`config.mk`:
```
export PLATFORM = sky130hd
export DESIGN_NAME = mem_stage
export DESIGN_NICKNAME = d
export VERILOG_FILES = /design/src/rtl/core_pkg.sv /design/src/rtl/mem_hold_reg.sv /design/src/rtl/mem_stage.sv
export SDC_FILE = /design/constraint.sdc
export NUM_CORES = 1
export LEC_CHECK = 0
export CAP_MARGIN = 20
export CORE_MARGIN = 8
export CORE_UTILIZATION = 35
export DETAILED_ROUTE_END_ITERATION = 16
export PLACE_DENSITY_LB_ADDON = 0.12
export SLEW_MARGIN = 20
export SYNTH_ARGS = -nofsm -noshare
export SYNTH_HDL_FRONTEND = slang
export SYNTH_HIERARCHICAL = 1
export SYNTH_SLANG_ARGS = --single-unit
export TNS_END_PERCENT = 20
```
`constraint.sdc`:
```
create_clock -name clk -period 8.6 [get_ports clk]
set_clock_uncertainty 0.15 [all_clocks]
set_input_delay 1.29 -clock clk [delete_from_list [all_inputs] [get_ports clk]]
set_output_delay 1.29 -clock clk [all_outputs]
set_load 0.01 [all_outputs]
```
`src/rtl/core_pkg.sv`:
```
// ----------------------------------------------------------------------------
// core_pkg
// Constants and types shared by the exec and memory stages of the dual-slot
// pipeline.
//   OP_LOAD / OP_STORE : upper-slot opcodes (inst[63:58])
//   BUBBLE_INST        : the no-op bundle. It is the value inserted while a
//                        stage is stalled or reset.
//   mem_state_t        : memory-stage sequencing states
// ----------------------------------------------------------------------------
package core_pkg;

    localparam logic [5:0]  OP_LOAD     = 6'b010000;
    localparam logic [5:0]  OP_STORE    = 6'b010001;
    localparam logic [63:0] BUBBLE_INST = {3'b111, 29'b0, 3'b111, 29'b0};

    typedef enum logic [0:0] {
        IDLE = 1'b0,
        WAIT = 1'b1
    } mem_state_t;

    function automatic logic is_store_op(input logic [63:0] bundle);
        return bundle[63:58] == OP_STORE;
    endfunction

endpackage

```
`src/rtl/mem_hold_reg.sv`:
```
// ----------------------------------------------------------------------------
// mem_hold_reg
// Parks the parts of a load bundle that do not come from memory while the
// BRAM read is in flight. These parts are the bundle, the destination
// registers, the write-enables, and the lower-slot result. Holding them lets
// both slots reach writeback in the same cycle.
// Ports:
//   clk, rstn        clock, synchronous active-low reset (clears flags only)
//   load_en_i        capture enable (a load accepted this cycle)
//   inst_i           64-bit bundle
//   u_rt_i/_flag_i   upper destination register / write-enable
//   l_tdata_i        lower-slot result
//   l_rt_i/_flag_i   lower destination register / write-enable
//   *_o              held copies of the above
// ----------------------------------------------------------------------------
module mem_hold_reg
    import core_pkg::*;
(
    input  logic        clk,
    input  logic        rstn,
    input  logic        load_en_i,
    input  logic [63:0] inst_i,
    input  logic [4:0]  u_rt_i,
    input  logic        u_rt_flag_i,
    input  logic [31:0] l_tdata_i,
    input  logic [4:0]  l_rt_i,
    input  logic        l_rt_flag_i,
    output logic [63:0] inst_o,
    output logic [4:0]  u_rt_o,
    output logic        u_rt_flag_o,
    output logic [31:0] l_tdata_o,
    output logic [4:0]  l_rt_o,
    output logic        l_rt_flag_o
);

    logic [63:0] inst_q;
    logic [4:0]  u_rt_q;
    logic        u_rt_flag_q;
    logic [31:0] l_tdata_q;
    logic [4:0]  l_rt_q;
    logic        l_rt_flag_q;

    // Flags are cleared on reset so that a stale hold can never enable a
    // register write. The data fields are only meaningful when paired with a
    // flag.
    always_ff @(posedge clk) begin
        if (!rstn) begin
            u_rt_flag_q <= 1'b0;
            l_rt_flag_q <= 1'b0;
        end else if (load_en_i) begin
            u_rt_flag_q <= u_rt_flag_i;
            l_rt_flag_q <= l_rt_flag_i;
        end
    end

    always_ff @(posedge clk) begin
        if (load_en_i) begin
            inst_q    <= inst_i;
            u_rt_q    <= u_rt_i;
            l_tdata_q <= l_tdata_i;
            l_rt_q    <= l_rt_i;
        end
    end

    assign inst_o      = inst_q;
    assign u_rt_o      = u_rt_q;
    assign u_rt_flag_o = u_rt_flag_q;
    assign l_tdata_o   = l_tdata_q;
    assign l_rt_o      = l_rt_q;
    assign l_rt_flag_o = l_rt_flag_q;

endmodule

```
`src/rtl/mem_stage.sv`:
```
// ----------------------------------------------------------------------------
// mem_stage
// Memory stage of the dual-slot pipeline. The upper slot [63:32] performs
// loads and stores against a synchronous BRAM with RD_LAT cycles of read
// latency. The lower slot [31:0] passes straight through.
//
// A load stalls exec (mem_stall) until the read data is available. The load
// then retires both slots to writeback together.
//
// Ports:
//   clk, rstn                  clock, synchronous active-low reset
//   ex_to_mem_ready            upper slot of inst is a load
//   inst                       bundle from exec
//   u_tdata / u_sdata          upper result (word address) / store data
//   u_rt / u_rt_flag           upper destination register / write-enable
//   l_tdata / l_rt / l_rt_flag lower result / destination / write-enable
//   mem_stall                  combinational hold request to exec
//   dmem_en/we/addr/din/dout   BRAM port
//   inst_to_wb, u_wdata, l_wdata, *_rt_to_wb, *_rt_flag_to_wb
//                              registered writeback bundle
// ----------------------------------------------------------------------------
module mem_stage
    import core_pkg::*;
#(
    parameter int ADDR_W = 17,
    parameter int RD_LAT = 2
) (
    input  logic              clk,
    input  logic              rstn,
    input  logic              ex_to_mem_ready,
    input  logic [63:0]       inst,
    input  logic [31:0]       u_tdata,
    input  logic [31:0]       u_sdata,
    input  logic [4:0]        u_rt,
    input  logic              u_rt_flag,
    input  logic [31:0]       l_tdata,
    input  logic [4:0]        l_rt,
    input  logic              l_rt_flag,
    output logic              mem_stall,
    output logic              dmem_en,
    output logic              dmem_we,
    output logic [ADDR_W-1:0] dmem_addr,
    output logic [31:0]       dmem_din,
    input  logic [31:0]       dmem_dout,
    output logic [63:0]       inst_to_wb,
    output logic [31:0]       u_wdata,
    output logic [31:0]       l_wdata,
    output logic [4:0]        u_rt_to_wb,
    output logic [4:0]        l_rt_to_wb,
    output logic              u_rt_flag_to_wb,
    output logic              l_rt_flag_to_wb
);

    localparam int              CNT_W = $clog2(RD_LAT + 1);
    localparam logic [CNT_W-1:0] LAT_C = CNT_W'(RD_LAT);

    mem_state_t       state_q, state_d;
    logic [CNT_W-1:0] cnt_q, cnt_d;
    logic [63:0]      inst_wb_q, inst_wb_d;
    logic [31:0]      u_wdata_q, u_wdata_d;
    logic [31:0]      l_wdata_q, l_wdata_d;
    logic [4:0]       u_rt_q, u_rt_d;
    logic [4:0]       l_rt_q, l_rt_d;
    logic             u_flag_q, u_flag_d;
    logic             l_flag_q, l_flag_d;

    logic        is_idle, is_load, is_st, lat_done, hold_en;
    logic [63:0] h_inst;
    logic [4:0]  h_u_rt, h_l_rt;
    logic        h_u_flag, h_l_flag;
    logic [31:0] h_l_tdata;

    // The address bits of u_tdata above the BRAM depth are deliberately
    // ignored. The memory is word-addressed and has no wrap detection.
    logic unused_addr_hi;
    assign unused_addr_hi = ^u_tdata[31:ADDR_W];

    assign is_idle  = (state_q == IDLE);
    assign is_load  = ex_to_mem_ready;
    // The load flag takes priority if exec ever marks a store opcode as a load.
    assign is_st    = is_store_op(inst) & ~is_load;
    assign lat_done = (state_q == WAIT) && (cnt_q == LAT_C);
    assign hold_en  = is_idle & is_load;

    // The BRAM is only touched from IDLE. Inputs seen during WAIT are bubbles.
    assign dmem_en   = is_idle & (is_load | is_st);
    assign dmem_we   = is_idle & is_st;
    assign dmem_addr = u_tdata[ADDR_W-1:0];
    assign dmem_din  = u_sdata;

    // The stall is high on the cycle a load is accepted and on every WAIT
    // cycle except the last. Dropping it one cycle early lets exec present
    // the next bundle exactly when this stage returns to IDLE.
    assign mem_stall = is_idle ? is_load : ~lat_done;

    mem_hold_reg u_hold (
        .clk         (clk),
        .rstn        (rstn),
        .load_en_i   (hold_en),
        .inst_i      (inst),
        .u_rt_i      (u_rt),
        .u_rt_flag_i (u_rt_flag),
        .l_tdata_i   (l_tdata),
        .l_rt_i      (l_rt),
        .l_rt_flag_i (l_rt_flag),
        .inst_o      (h_inst),
        .u_rt_o      (h_u_rt),
        .u_rt_flag_o (h_u_flag),
        .l_tdata_o   (h_l_tdata),
        .l_rt_o      (h_l_rt),
        .l_rt_flag_o (h_l_flag)
    );

    always_comb begin
        state_d   = state_q;
        cnt_d     = cnt_q;
        inst_wb_d = BUBBLE_INST;
        u_wdata_d = u_wdata_q;
        l_wdata_d = l_wdata_q;
        u_rt_d    = u_rt_q;
        l_rt_d    = l_rt_q;
        u_flag_d  = 1'b0;
        l_flag_d  = 1'b0;
        case (state_q)
            IDLE: begin
                if (is_load) begin
                    // Writeback sees a bubble until the read data returns.
                    state_d = WAIT;
                    cnt_d   = CNT_W'(1);
                end else begin
                    inst_wb_d = inst;
                    u_wdata_d = u_tdata;
                    l_wdata_d = l_tdata;
                    u_rt_d    = u_rt;
                    l_rt_d    = l_rt;
                    // A store has no register result.
                    u_flag_d  = u_rt_flag & ~is_st;
                    l_flag_d  = l_rt_flag;
                end
            end
            WAIT: begin
                if (lat_done) begin
                    state_d   = IDLE;
                    cnt_d     = '0;
                    inst_wb_d = h_inst;
                    u_wdata_d = dmem_dout;
                    l_wdata_d = h_l_tdata;
                    u_rt_d    = h_u_rt;
                    l_rt_d    = h_l_rt;
                    u_flag_d  = h_u_flag;
                    l_flag_d  = h_l_flag;
                end else begin
                    cnt_d = cnt_q + CNT_W'(1);
                end
            end
            default: state_d = IDLE;
        endcase
    end

    always_ff @(posedge clk) begin
        if (!rstn) begin
            state_q   <= IDLE;
            cnt_q     <= '0;
            inst_wb_q <= BUBBLE_INST;
            u_wdata_q <= '0;
            l_wdata_q <= '0;
            u_rt_q    <= '0;
            l_rt_q    <= '0;
            u_flag_q  <= 1'b0;
            l_flag_q  <= 1'b0;
        end else begin
            state_q   <= state_d;
            cnt_q     <= cnt_d;
            inst_wb_q <= inst_wb_d;
            u_wdata_q <= u_wdata_d;
            l_wdata_q <= l_wdata_d;
            u_rt_q    <= u_rt_d;
            l_rt_q    <= l_rt_d;
            u_flag_q  <= u_flag_d;
            l_flag_q  <= l_flag_d;
        end
    end

    assign inst_to_wb      = inst_wb_q;
    assign u_wdata         = u_wdata_q;
    assign l_wdata         = l_wdata_q;
    assign u_rt_to_wb      = u_rt_q;
    assign l_rt_to_wb      = l_rt_q;
    assign u_rt_flag_to_wb = u_flag_q;
    assign l_rt_flag_to_wb = l_flag_q;

endmodule

```
==> flow_summary.yaml <==
run_status:
  outcome: "finished clean"
min_path:
  hold_path.class: "flip-flop to flip-flop"
sta:
  grt_setup_unrepaired: "no"
  holdWs_ns: 0.339
  hold_violations: 0
  post-route-period-util_pct: 57.2
  setup-tns-final_ns: 0
  slew-limit-headroom_pct: 35.4
  max_freq_mhz: 203
  fin_crit_ns: 4.92
  max_slew.worst_pin.slew_ns: 0.969
  finalMaxSlewViolations: 0
  setup_viol: 0
global_route:
  grt-busiest-layer: "met2"
  grt_max_degree: 76
  gr-usage-met2_pct: 24.3
  use_met1_pct: 19.5
  first_global_vias: 7149
  globalRouteOverflowTotal: 0
  grt_pass1_wl_um: 42000
  grt.total_usage_pct: 15.7
  antenna_found_initial: 4
  met3_usage_pct: 7.70
power:
  internal_power_mw: 2.17
  peakVddDrop_mv: 0.130
  p_seq_share_pct: 48.0
  leakagePower_nw: 5.48
  p_clk_share_pct: 38.9
  swShare_pct: 23.3
  p_switching_uw: 659
  power.density_nw_per_um2: 206
  combPwrFrac_pct: 13.1
cts:
  cts-root-buf: "clkbuf_16"
  cts_buffers: 28
  cts_setup_buffers: 0
  cts_tree: "done"
  cts_resized: 0
  holdBufCountCts: 0
  clkTransAtPathRegs_ns: 0.06
  insertion_delay_ns: 0.53
  clk_path_buf_depth: 3
  clock-sinks: 251
  htree_levels: 1
yosys:
  ys_seq_area_share_pct: 62.7
  yosysUniqueCellTypes: 29
  dominantRegCellSynth: "dfxtp_1"
  syn_area_um2: 9710
  synth_edf_count: 106
  ys_warn_count: 6
  synth-async-reset-ratio_pct: 0
  ys_ff_latch: 251
  synthesis.nets: 948
  synth_area_per_cell_um2: 13.1
  syn_inst: 741
setup_path:
  start_kind: "input port"
  crit_end: "mem_stall"
  ff2ff_path_depth: 5
  worstPathArrival_ns: 3.48
  worstReg2RegEnd: "u_rt_flag_to_wb$_SDFF_PN0_"
  regToRegStartpoint: "state_q$_SDFF_PN0_"
  startpoint: "ex_to_mem_ready"
  worst-r2r-setup-slack_ns: 4.67
  worstPathRequired_ns: 7.16
  crit_type: "input port to primary output"
  worst_setup_path_end_kind: "primary output"
  cp_max_fo: 75
detailed_routing:
  drtIter0Drc: 424
  via_per_inst: 4.86
  drt-total-wl_um: 27600
  drc_errors: 0
  drtAntennaViolNets: 0
  dr.pass1.iters: 6
  routed-via-count: 6800
  wl_per_cell_um: 19.7
finish:
  area_growth_pct: 41.3
  drive_above_1_share_pct: 5.09
  nNetsFinal: 1207
  finalNonFillerCells: 1400
  fillers: 2492
  utilization_pct: 49.8
floorplan:
  rows: 61
  die_x_um: 183
  io_pins: 399
  dieHeight_um: 183
  die_area_um2: 33300
  start_util_pct: 35.2
  coreArea_um2: 27600
place:
  dp.cells: 1348
  gp_congestion: 0.746
  dp_hpwl_um: 17800
  portBuffers: 334
flow_run:
  maxCapViolations: 0
-- power by group through the flow --
stage | Clock (mW) | Combinational [mW] | Sequential [mW]
CTS | 1.14 | 0.378 | 1.36
finish | 1.10 | 0.370 | 1.35
global route | 1.19 | 0.401 | 1.36
floorplan | 0 | 0.162 | 1.40
global placement | 0 | 0.374 | 1.38
detailed placement | 0 | 0.376 | 1.38
-- cells in the mapped netlist, drive strengths merged, types with 2 or more instances --
master    n  area, um2
a22oi    59        443
and3      2       12.5
buf      80        601
clkbuf   32        120
dfxtp   145       2900
edfxtp  106       3180
inv       2       7.50
mux2i    76        761
nand2     8       37.5
nand3b    3       22.5
nor2      4       22.5
nor2b    61        382
o211a    74        741
o21ai    74        370
o22ai     7       43.8
-- how the worst min path moves through the flow --
| stage | start | endpoint | slack (ns) | depth (start not counted) |
|---|---|---|---|---|
| finish | u_hold/inst_o[30]$_DFFE_PP_ | inst_to_wb[30]$_SDFF_PN1_ | 0.34 | 2 |
| global route | u_wdata[11]$_SDFFE_PN0N_ | u_wdata[11]$_SDFFE_PN0N_ | 0.36 | 1 |
| CTS | u_hold/inst_o[30]$_DFFE_PP_ | inst_to_wb[30]$_SDFF_PN1_ | 0.34 | 2 |
| detailed placement | u_hold/inst_o[30]$_DFFE_PP_ | inst_to_wb[30]$_SDFF_PN1_ | 0.32 | 2 |
| global placement | u_hold/inst_o[29]$_DFFE_PP_ | inst_to_wb[29]$_SDFF_PN1_ | 0.32 | 2 |
| floorplan | u_hold/inst_o[29]$_DFFE_PP_ | inst_to_wb[29]$_SDFF_PN1_ | 0.30 | 2 |
-- registers in the layout, indices dropped and copies added (netlist names) --
name,cells
cnt_q,2
inst_to_wb,64
l_rt_flag_to_wb,1
l_rt_to_wb,5
l_wdata,32
state_q,1
u_hold/inst_o,64
u_hold/l_rt_flag_o,1
u_hold/l_rt_o,5
u_hold/l_tdata_o,32
u_hold/u_rt_flag_o,1
u_hold/u_rt_o,5
u_rt_flag_to_wb,1
u_rt_to_wb,5
u_wdata,32
-- critical path, cell delays in order --
cell and delay, ns:
clkdlybuf4s50_1 0.56, or2_1 0.36, nand2_4 0.53, inv_2 0.16
clkdlybuf4s50_1 0.55
-- placed cells by master, fill, tap and decap left out, types with 8 or more instances in the layout --
cell type        instances
clkdlybuf4s50_1        333
o21ai_1                 24
nor2b_1                 61
mux2i_1                 76
clkinv_1                 8
o211a_1                 74
buf_4                    8
edfxtp_1               106
a22oi_1                 59
o21ai_0                 50
dfxtp_1                144
clkbuf_16               28
-- cell families (layout without fill, tap and decap cells) --
logic type,after synthesis,in the layout,synth area share (%)
DFF,251,251,62.7
AOI/OAI and AO/OA,217,217,16.7
buffers and inverters,114,394,7.50
and+or+nand+nor,83,83,5.28
muxes,76,76,7.84
other,0,1,0
-- metrics by stage --
| stage | area (um2) | worst slack, ns | total power [mW] |
|---|---|---|---|
| floorplan | 9710 | 1.97 | 1.56 |
| global placement | 12900 | 3.62 | 1.75 |
| detailed placement | 12900 | 3.63 | 1.76 |
| CTS | 13700 | 3.64 | 2.88 |
| global route | 13700 | 3.54 | 2.95 |
| finish | 13700 | 3.68 | 2.83 |
-- routing by layer --
| metal | part of all wire (%) | wire length (um) | up-vias |
|---|---|---|---|
| met4 | 1.9 | 527 | 6 |
| met2 | 44 | 12200 | 293 |
| li1 | - | - | 3241 |
| met1 | 42 | 11500 | 3217 |
| met5 | 0.14 | 38 | - |
| met3 | 12 | 3350 | 43 |
-- cell type report --
cell class / instances / area, um2 / area share [%]
repair buffers: 341 / 3390 / 24.7
multi-input cells: 376 / 2910 / 21.2
inverters: 2 / 7.51 / 0.0547
diodes: 1 / 2.50 / 0.0182
flip-flops and latches: 251 / 6090 / 44.4
clock inverters: 17 / 118 / 0.857
well taps: 378 / 473 / 3.45
clock buffers: 34 / 733 / 5.34
Note: power is estimated with default switching activity, not from simulation.
